### config.mk
export PLATFORM = sky130hd
export DESIGN_NAME = combat_arbiter
export DESIGN_NICKNAME = d
export VERILOG_FILES = /design/src/rtl/combat_arbiter.sv
export SDC_FILE = /design/constraint.sdc
export NUM_CORES = 1
export LEC_CHECK = 0
export CORE_AREA = 2 2 81 68
export DETAILED_ROUTE_END_ITERATION = 16
export DIE_AREA = 0 0 83 70
export PLACE_DENSITY = 0.81
export REMOVE_ABC_BUFFERS = 1
export SLEW_MARGIN = 30
export SYNTH_ARGS = -nofsm -noshare
export SYNTH_HDL_FRONTEND = slang
export SYNTH_SLANG_ARGS = --single-unit
### constraint.sdc
create_clock -name clk -period 8.3 [get_ports clk]
set_clock_uncertainty 0.1 [all_clocks]
set_input_delay 1.245 -clock clk [delete_from_list [all_inputs] [get_ports clk]]
set_output_delay 1.245 -clock clk [all_outputs]
set_load 0.01 [all_outputs]
### src/rtl/combat_arbiter.sv
// Fight referee for two player_attack instances: resolves one hit per attack window,
// applies damage/hitstun, gates each player's enables and runs the IDLE/FIGHT/KO round.
module combat_arbiter #(
    parameter int HEALTH_MAX       = 100,
    parameter int ATK1_DAMAGE      = 8,
    parameter int ATK2_DAMAGE      = 15,
    parameter int HITSTUN_FRAMES   = 12,
    parameter int BLOCKSTUN_FRAMES = 4,
    parameter int KO_HOLD_FRAMES   = 60
) (
    input  logic       clk,
    input  logic       reset_n,
    input  logic       SCEN,
    input  logic       start,
    input  logic       p1_attack_active,
    input  logic [1:0] p1_attack_type,
    input  logic       p2_attack_active,
    input  logic [1:0] p2_attack_type,
    input  logic       p1_hits_p2_range,
    input  logic       p2_hits_p1_range,
    input  logic       p1_block,
    input  logic       p2_block,
    output logic       p1_attack_enable,
    output logic       p1_move_enable,
    output logic       p2_attack_enable,
    output logic       p2_move_enable,
    output logic [6:0] p1_health,
    output logic [6:0] p2_health,
    output logic       p1_hit,
    output logic       p2_hit,
    output logic [1:0] game_state,
    output logic [1:0] winner
);

    typedef enum logic [1:0] {
        S_IDLE  = 2'd0,
        S_FIGHT = 2'd1,
        S_KO    = 2'd2
    } state_t;

    localparam logic [6:0] LP_HEALTH_MAX = 7'(HEALTH_MAX);
    localparam logic [6:0] LP_ATK1       = 7'(ATK1_DAMAGE);
    localparam logic [6:0] LP_ATK2       = 7'(ATK2_DAMAGE);
    localparam logic [5:0] LP_HITSTUN    = 6'(HITSTUN_FRAMES);
    localparam logic [5:0] LP_BLOCKSTUN  = 6'(BLOCKSTUN_FRAMES);
    localparam logic [7:0] LP_KO_HOLD    = 8'(KO_HOLD_FRAMES);
    localparam logic [7:0] LP_KO_ACCEPT  = 8'(KO_HOLD_FRAMES - 1);

    state_t     r_state,     w_state_next;
    logic [6:0] r_p1_health, w_p1_health_next;
    logic [6:0] r_p2_health, w_p2_health_next;
    logic [5:0] r_p1_stun,   w_p1_stun_next;
    logic [5:0] r_p2_stun,   w_p2_stun_next;
    logic       r_p1_latch,  w_p1_latch_next;
    logic       r_p2_latch,  w_p2_latch_next;
    logic [7:0] r_ko_cnt,    w_ko_cnt_next;
    logic [1:0] r_winner,    w_winner_next;
    logic       r_p1_en,     w_p1_en_next;
    logic       r_p2_en,     w_p2_en_next;
    logic       r_p1_hit,    w_p1_hit_next;
    logic       r_p2_hit,    w_p2_hit_next;

    // w_p1_qual: P1 lands a hit on P2 this frame (and vice versa for w_p2_qual)
    logic       w_p1_qual,       w_p2_qual;
    logic [6:0] w_p1_base,       w_p2_base;
    logic       w_p1_guard,      w_p2_guard;
    logic [6:0] w_dmg_to_p1,     w_dmg_to_p2;
    logic [6:0] w_p1_health_hit, w_p2_health_hit;
    logic [5:0] w_p1_stun_dec,   w_p2_stun_dec;
    logic       w_reload;

    assign w_p1_qual = p1_attack_active && (p1_attack_type == 2'd1 || p1_attack_type == 2'd2)
                       && p1_hits_p2_range && !r_p1_latch && (r_p1_stun == 6'd0);
    assign w_p2_qual = p2_attack_active && (p2_attack_type == 2'd1 || p2_attack_type == 2'd2)
                       && p2_hits_p1_range && !r_p2_latch && (r_p2_stun == 6'd0);

    assign w_p1_base = (p1_attack_type == 2'd2) ? LP_ATK2 : LP_ATK1;
    assign w_p2_base = (p2_attack_type == 2'd2) ? LP_ATK2 : LP_ATK1;

    // A guard only counts when the victim is not already reeling from a hit.
    assign w_p1_guard = p1_block && (r_p1_stun == 6'd0);
    assign w_p2_guard = p2_block && (r_p2_stun == 6'd0);

    assign w_dmg_to_p1 = w_p1_guard ? (w_p2_base >> 1) : w_p2_base;
    assign w_dmg_to_p2 = w_p2_guard ? (w_p1_base >> 1) : w_p1_base;

    assign w_p1_health_hit = (r_p1_health <= w_dmg_to_p1) ? 7'd0 : (r_p1_health - w_dmg_to_p1);
    assign w_p2_health_hit = (r_p2_health <= w_dmg_to_p2) ? 7'd0 : (r_p2_health - w_dmg_to_p2);

    assign w_p1_stun_dec = (r_p1_stun != 6'd0) ? (r_p1_stun - 6'd1) : 6'd0;
    assign w_p2_stun_dec = (r_p2_stun != 6'd0) ? (r_p2_stun - 6'd1) : 6'd0;

    assign w_reload = SCEN && start &&
                      ((r_state == S_IDLE) || ((r_state == S_KO) && (r_ko_cnt >= LP_KO_ACCEPT)));

    always_comb begin
        w_state_next     = r_state;
        w_p1_health_next = r_p1_health;
        w_p2_health_next = r_p2_health;
        w_p1_stun_next   = r_p1_stun;
        w_p2_stun_next   = r_p2_stun;
        w_p1_latch_next  = r_p1_latch;
        w_p2_latch_next  = r_p2_latch;
        w_ko_cnt_next    = r_ko_cnt;
        w_winner_next    = r_winner;
        w_p1_en_next     = r_p1_en;
        w_p2_en_next     = r_p2_en;
        w_p1_hit_next    = r_p1_hit;
        w_p2_hit_next    = r_p2_hit;

        if (SCEN) begin
            w_p1_hit_next = 1'b0;
            w_p2_hit_next = 1'b0;
            case (r_state)
                S_IDLE: begin
                    w_p1_en_next = 1'b0;
                    w_p2_en_next = 1'b0;
                end
                S_FIGHT: begin
                    w_p1_health_next = w_p2_qual ? w_p1_health_hit : r_p1_health;
                    w_p2_health_next = w_p1_qual ? w_p2_health_hit : r_p2_health;
                    w_p1_stun_next   = w_p2_qual ? (w_p1_guard ? LP_BLOCKSTUN : LP_HITSTUN)
                                                 : w_p1_stun_dec;
                    w_p2_stun_next   = w_p1_qual ? (w_p2_guard ? LP_BLOCKSTUN : LP_HITSTUN)
                                                 : w_p2_stun_dec;
                    w_p1_latch_next  = p1_attack_active && (r_p1_latch || w_p1_qual);
                    w_p2_latch_next  = p2_attack_active && (r_p2_latch || w_p2_qual);
                    w_p1_hit_next    = w_p2_qual;
                    w_p2_hit_next    = w_p1_qual;
                    if (w_p1_health_next == 7'd0 || w_p2_health_next == 7'd0) begin
                        w_state_next  = S_KO;
                        w_ko_cnt_next = 8'd0;
                        w_winner_next = {w_p1_health_next == 7'd0, w_p2_health_next == 7'd0};
                        w_p1_en_next  = 1'b0;
                        w_p2_en_next  = 1'b0;
                    end else begin
                        w_p1_en_next = (w_p1_stun_next == 6'd0);
                        w_p2_en_next = (w_p2_stun_next == 6'd0);
                    end
                end
                S_KO: begin
                    w_p1_en_next = 1'b0;
                    w_p2_en_next = 1'b0;
                    if (r_ko_cnt < LP_KO_HOLD) begin
                        w_ko_cnt_next = r_ko_cnt + 8'd1;
                    end
                end
                default: begin
                    w_state_next = S_IDLE;
                end
            endcase

            if (w_reload) begin
                w_state_next     = S_FIGHT;
                w_p1_health_next = LP_HEALTH_MAX;
                w_p2_health_next = LP_HEALTH_MAX;
                w_p1_stun_next   = 6'd0;
                w_p2_stun_next   = 6'd0;
                w_p1_latch_next  = 1'b0;
                w_p2_latch_next  = 1'b0;
                w_ko_cnt_next    = 8'd0;
                w_winner_next    = 2'd0;
                w_p1_en_next     = 1'b1;
                w_p2_en_next     = 1'b1;
                w_p1_hit_next    = 1'b0;
                w_p2_hit_next    = 1'b0;
            end
        end
    end

    always_ff @(posedge clk or negedge reset_n) begin
        if (!reset_n) begin
            r_state     <= S_IDLE;
            r_p1_health <= LP_HEALTH_MAX;
            r_p2_health <= LP_HEALTH_MAX;
            r_p1_stun   <= 6'd0;
            r_p2_stun   <= 6'd0;
            r_p1_latch  <= 1'b0;
            r_p2_latch  <= 1'b0;
            r_ko_cnt    <= 8'd0;
            r_winner    <= 2'd0;
            r_p1_en     <= 1'b0;
            r_p2_en     <= 1'b0;
            r_p1_hit    <= 1'b0;
            r_p2_hit    <= 1'b0;
        end else begin
            r_state     <= w_state_next;
            r_p1_health <= w_p1_health_next;
            r_p2_health <= w_p2_health_next;
            r_p1_stun   <= w_p1_stun_next;
            r_p2_stun   <= w_p2_stun_next;
            r_p1_latch  <= w_p1_latch_next;
            r_p2_latch  <= w_p2_latch_next;
            r_ko_cnt    <= w_ko_cnt_next;
            r_winner    <= w_winner_next;
            r_p1_en     <= w_p1_en_next;
            r_p2_en     <= w_p2_en_next;
            r_p1_hit    <= w_p1_hit_next;
            r_p2_hit    <= w_p2_hit_next;
        end
    end

    assign p1_attack_enable = r_p1_en;
    assign p1_move_enable   = r_p1_en;
    assign p2_attack_enable = r_p2_en;
    assign p2_move_enable   = r_p2_en;
    assign p1_health        = r_p1_health;
    assign p2_health        = r_p2_health;
    assign p1_hit           = r_p1_hit;
    assign p2_hit           = r_p2_hit;
    assign game_state       = r_state;
    assign winner           = r_winner;

endmodule

[After elaboration in Yosys (flattened, before gate mapping)]
Index checks and enable logic that the tools add are counted.
Widths: inputs -> output; s select.
Word-level totals
  input port bits: 14
  register bits: 44
  word-level logic and storage cells: 119
Cells by class
  $lt $le $gt $ge: 4
  reduce and logical (&&, ||, !) cells: 42
  eq/ne operators: 9
  mux-type cells: 46
  add/sub/neg operators: 5
Operator list (count)
  $mux 7: 8
  $mux 6: 8
  $logic_not 6->1: 4
  $mux 8: 3
  $mux 4: 4
  $pmux 8 s2: 1
  $logic_and 1x1->1: 15
  $le 7x4->1: 2
  $logic_not 7->1: 2
  $sub 7x4->7: 2
  $mux 1: 12
  $reduce_bool 6->1: 2
  $sub 6x1->6 const B: 2
  $mux 2: 5
  $add 8x1->8 const B: 1
  $ge 8x6->1 const B: 1
  $lt 8x6->1 const B: 1
  $eq 2x1->1 const B: 3
  $eq 2x2->1 const B: 3
  $logic_or 1x1->1: 6
  $mux 3: 2
  $reduce_and 3->1: 2
  $reduce_bool 3->1: 2
  $pmux 1 s2: 2
  10 further kinds: 13

[Logic depth before layout (Yosys ltp)]
  depth in word-level cells: 12
  depth in mapped cells: 13
  mapped depth without buffers: 13

[Worst setup path after synthesis]
No wires, ideal clock.
  path type: input to register
  start: input p1_attack_type[0]
  end: register r_winner[0], in the netlist winner[0]
  stages: 12
  path slack: 4.674 ns
  data arrival time: 3.392 ns
  buffers on the path: 0
  path through: inv_1 > ha_1 > ha_1 > inv_1 > fa_1 > a21o_1 > a21oi_1 > nand2_1 > xnor2_1 > o41a_2 > a31oi_1 > o22ai_1
Between the ends
  longest elaborated chain between the ends: 11
  elaborated cells between the ends (all ways): 20
Ends and longest elaborated chain
  from (decl): line 16  | input logic [1:0] p1_attack_type,
  parallel branches: the longest is 6 deep, another holds $sub 7x4->7
  $mux 7 *: line 121  | w_p2_health_next = w_p1_qual ? w_p2_health_hit : r_p2_health;
  $logic_not 7->1 *: line 130, 133
  $mux 2 / $logic_or 1x1->1 (equally long branches): line 130  | if (w_p1_health_next == 7'd0 || w_p2_health_next == 7'd0) begin
  $mux 2 / $reduce_bool 2->1 (equally long branches)
  $mux 2 / $reduce_and 3->1 (equally long branches)
  to (signal assigned): line 195  | r_winner <= w_winner_next;
  to (decl): line 57  | logic [1:0] r_winner, w_winner_next;
Mark *: on every way between the ends. The select of a mux whose other input is x is not followed.
A chain may end at the register's enable or synchronous reset.

[Worst setup path in the final report]
Same ends and word-level chain as after synthesis.

==> metrics.txt <==
Comb power frac=0.405; largest cells by area after synthesis=dfrtp_1, ha_1, dfstp_2; CP Max Fanout=7; Detailed Routing Iterations Pass 1=4; final-report max-slew violation count=0; TritonCTS buffer count=5; Post-synth EDFFs=0; Netlist cell types=61; Post-CTS Hold Buffers=0; startpoint types=input port; Tcrit/Tclk final=0.4870; worst hold path type=reg2reg; initial antenna violation count=0; DRC Markers=0; via/cell ratio=5.977; number of core rows=24; Slew headroom=0.4973; Final nets=395; vias in the first global route=between 2,000 and 2,500; Worst Path Required=8370 ps; worst hold margin=about 400 ps; Placer Congestion=0.8718; DP Area=0.003316 mm²; WL final=6.935 mm; setup TNS=0 ps; crit path kind=in2reg; final hold vios=0; fraction of layout cells with a size suffix above 1=0.08767; Inserted Diodes=0; Fillers=roughly 420; ys flop type=dfrtp_1; worst skew pair latency=310 ps; Syn Area/Cell=~8.9 µm²; Int Power=0.4983 mW; CTS H-tree lvls=2; Final setup viols=0; post-synthesis mux area share=0.003454; cell taking the most area after synthesis=dfrtp_1; post-synthesis sequential area ratio=0.3826; Final Power=0.8051 mW; largest family of logic cells by synthesized area=compound AO/OA/AOI/OAI gates; max frequency=247.4 MHz; net switching power=0.3067 mW; RSZ-0062 raised after global routing=no; Vias=2,570; outcome=finished, final reports clean; Tmin final=about 4000 ps; Synth Area in Compound Gates=0.2392; CP endpoint kind=flop; Layout Utilization=0.6674; DRT antenna net count=0; Yosys Warn Count=0; Post-CTS Setup Bufs=0; I/O Buffers=37; Mapped Cells=327; # clock sinks=44; Post-synth ARST share=1.000; crit path DAT=4110 ps; initial detailed-routing violation count=about 190; Synth Area in Simple Gates=0.2146; peak supply drop=approximately 160 µV; area share of the largest cell type after synthesis=0.3282; Initial Util=0.5643; Leakage=1.487 nW; CTS tree=yes; Die Span X=roughly 83 µm; Switching Fraction=0.3810; clock power share=0.205; I/O pins=38; Synth Area in Adders=0.07858; #FFs+latches synth=44; post-detail-place hpwl=approximately 5.1 mm; sequential fraction of design power=0.391; root buf cell=clkbuf_8; CTS Buffer Depth=2; synthesized cell area=0.002898 mm²; area grow syn2layout=18.26%; WL/cell=16.13 µm; Die ar.=approximately 0.0058 mm²; Total GRT Usage=0.2497; largest net degree at the start of global routing=45; CTS resizes=0; Remaining Overflow, GRT=0; cell area after layout=0.003427 mm²; worst-margin pin slew=~750 ps; core area=0.005135 mm²; post-synthesis xor/xnor area fraction=0.03325; Max-Cap Viols=0; clk slew on worst S/H paths=80 ps; first-pass GRT wire length=11.71 mm; die height=70 µm; Pwr per Cell Area=234.9 mW/mm²
-- stage by stage --
| step | instances | setup WS [ps] |
|---|---|---|
| 2_1_floorplan | 319 | 4668 |
| 3_3_place_gp | 422 | 3973 |
| 3_5_place_dp | 422 | 3960 |
| 4_1_cts | 430 | 4271 |
| 5_1_grt | 430 | 3989 |
| 6_report | 430 | 4258 |
-- layout by cell type (no fill, tap or decap), types with 2 or more instances in the layout --
master / instances
dfrtp_1: 38
nand3_1: 7
xor2_1: 5
nand4_1: 2
nand2_1: 29
nor3_1: 9
clkbuf_8: 5
xnor2_1: 6
and3_1: 5
and2_1: 3
o31ai_1: 10
nor2_1: 25
ha_1: 15
a21oi_1: 30
fa_1: 2
or3_1: 5
o22ai_1: 9
inv_1: 27
buf_4: 2
nor4_1: 4
and3_2: 2
nand4b_1: 2
a22o_1: 7
a21o_1: 3
clkdlybuf4s50_1: 36
nor2b_1: 4
o21ai_0: 24
a31oi_1: 4
nand2b_1: 5
dfstp_2: 6
-- cell usage after synthesis (all sizes together), types with 2 or more instances --
cell type / number
xnor2: 6
o21ai: 24
and2: 4
ha: 15
dfstp: 6
nor3b: 2
fa: 2
o22ai: 9
xor2: 5
a21oi: 31
nor3: 10
nor2: 26
a21o: 3
clkbuf: 5
a22o: 7
and3: 7
a31oi: 4
o32a: 2
inv: 27
nand3: 8
or3: 5
o31ai: 10
dfrtp: 38
o41a: 2
nor2b: 4
buf: 3
nand4: 2
nor4: 5
nand4b: 2
nand2: 30
nand2b: 5
-- power groups by stage --
stage	clock network [mW]	logic, mW	registers (mW)
final	0.165	0.326	0.315
after global routing	0.179	0.363	0.321
after CTS	0.169	0.324	0.313
after detailed placement	0	0.322	0.316
after global placement	0	0.315	0.315
after floorplan	0	0.227	0.311
-- worst max-delay path: stages --
cell             delay (ps)
clkdlybuf4s50_1         450
inv_1                    40
ha_1                    270
nor4bb_1                350
nand3_1                 320
nor4_1                  380
xor2_1                  140
o41a_2                  520
a31oi_1                 250
o22ai_1                 140
-- area by class of cell --
type / count / area [µm²] / area share
Inverter: 27 / 101.3 / 0.02957
Clock inverter: 3 / 42.54 / 0.01241
Timing Repair Buffer: 38 / 375.4 / 0.1095
Multi-Input combinational cell: 248 / 1649 / 0.4812
Tap cell: 65 / 81.33 / 0.02373
Clock buffer: 5 / 68.82 / 0.02008
Sequential cell: 44 / 1109 / 0.3235
-- registers in the layout, summed over array words and instances (netlist names) --
name and cells:
r_p2_latch 1, r_p1_stun 6, p2_attack_enable 1, r_p1_latch 1
r_p2_stun 6, p1_attack_enable 1, r_ko_cnt 8, winner 2
p2_hit 1, p1_hit 1, p1_health 7, game_state 2
p2_health 7
-- kinds of logic (layout without fill, tap and decap cells) --
| group | Yosys count | after routing |
|---|---|---|
| adders and majority gates | 17 | 17 |
| and+or+nand+nor | 114 | 114 |
| muxes | 1 | 1 |
| xor gates and xnor gates | 11 | 11 |
| AOI/OAI and AO/OA | 105 | 105 |
| buffers and inverters | 35 | 73 |
| DFF | 44 | 44 |
-- routing by layer --
metal | GRT usage | share of wire
met5 | 0 | 0
met4 | 0.08561 | 0.013
met3 | 0.06147 | 0.063
met2 | 0.3763 | 0.45
met1 | 0.3535 | 0.47
-- path summary, 6_finish.rpt --
path	start	endpoint	slack, ps	depth (start not counted)
min in group asynchronous	reset_n	p1_health[0]$_DFFE_PN0P_	810	1
max in group asynchronous	reset_n	p1_health[6]$_DFFE_PN1P_	6880	1
worst min-delay path	r_ko_cnt[7]$_DFFE_PN0P_	r_ko_cnt[7]$_DFFE_PN0P_	400	2
worst min register to register	r_ko_cnt[7]$_DFFE_PN0P_	r_ko_cnt[7]$_DFFE_PN0P_	400	2
worst max-delay path	p1_attack_type[0]	winner[0]$_DFFE_PN0P_	4260	10
worst max register to register	r_p1_stun[0]$_DFFE_PN0P_	r_ko_cnt[5]$_DFFE_PN0P_	4790	13
Power figures use the tool's default switching activity.
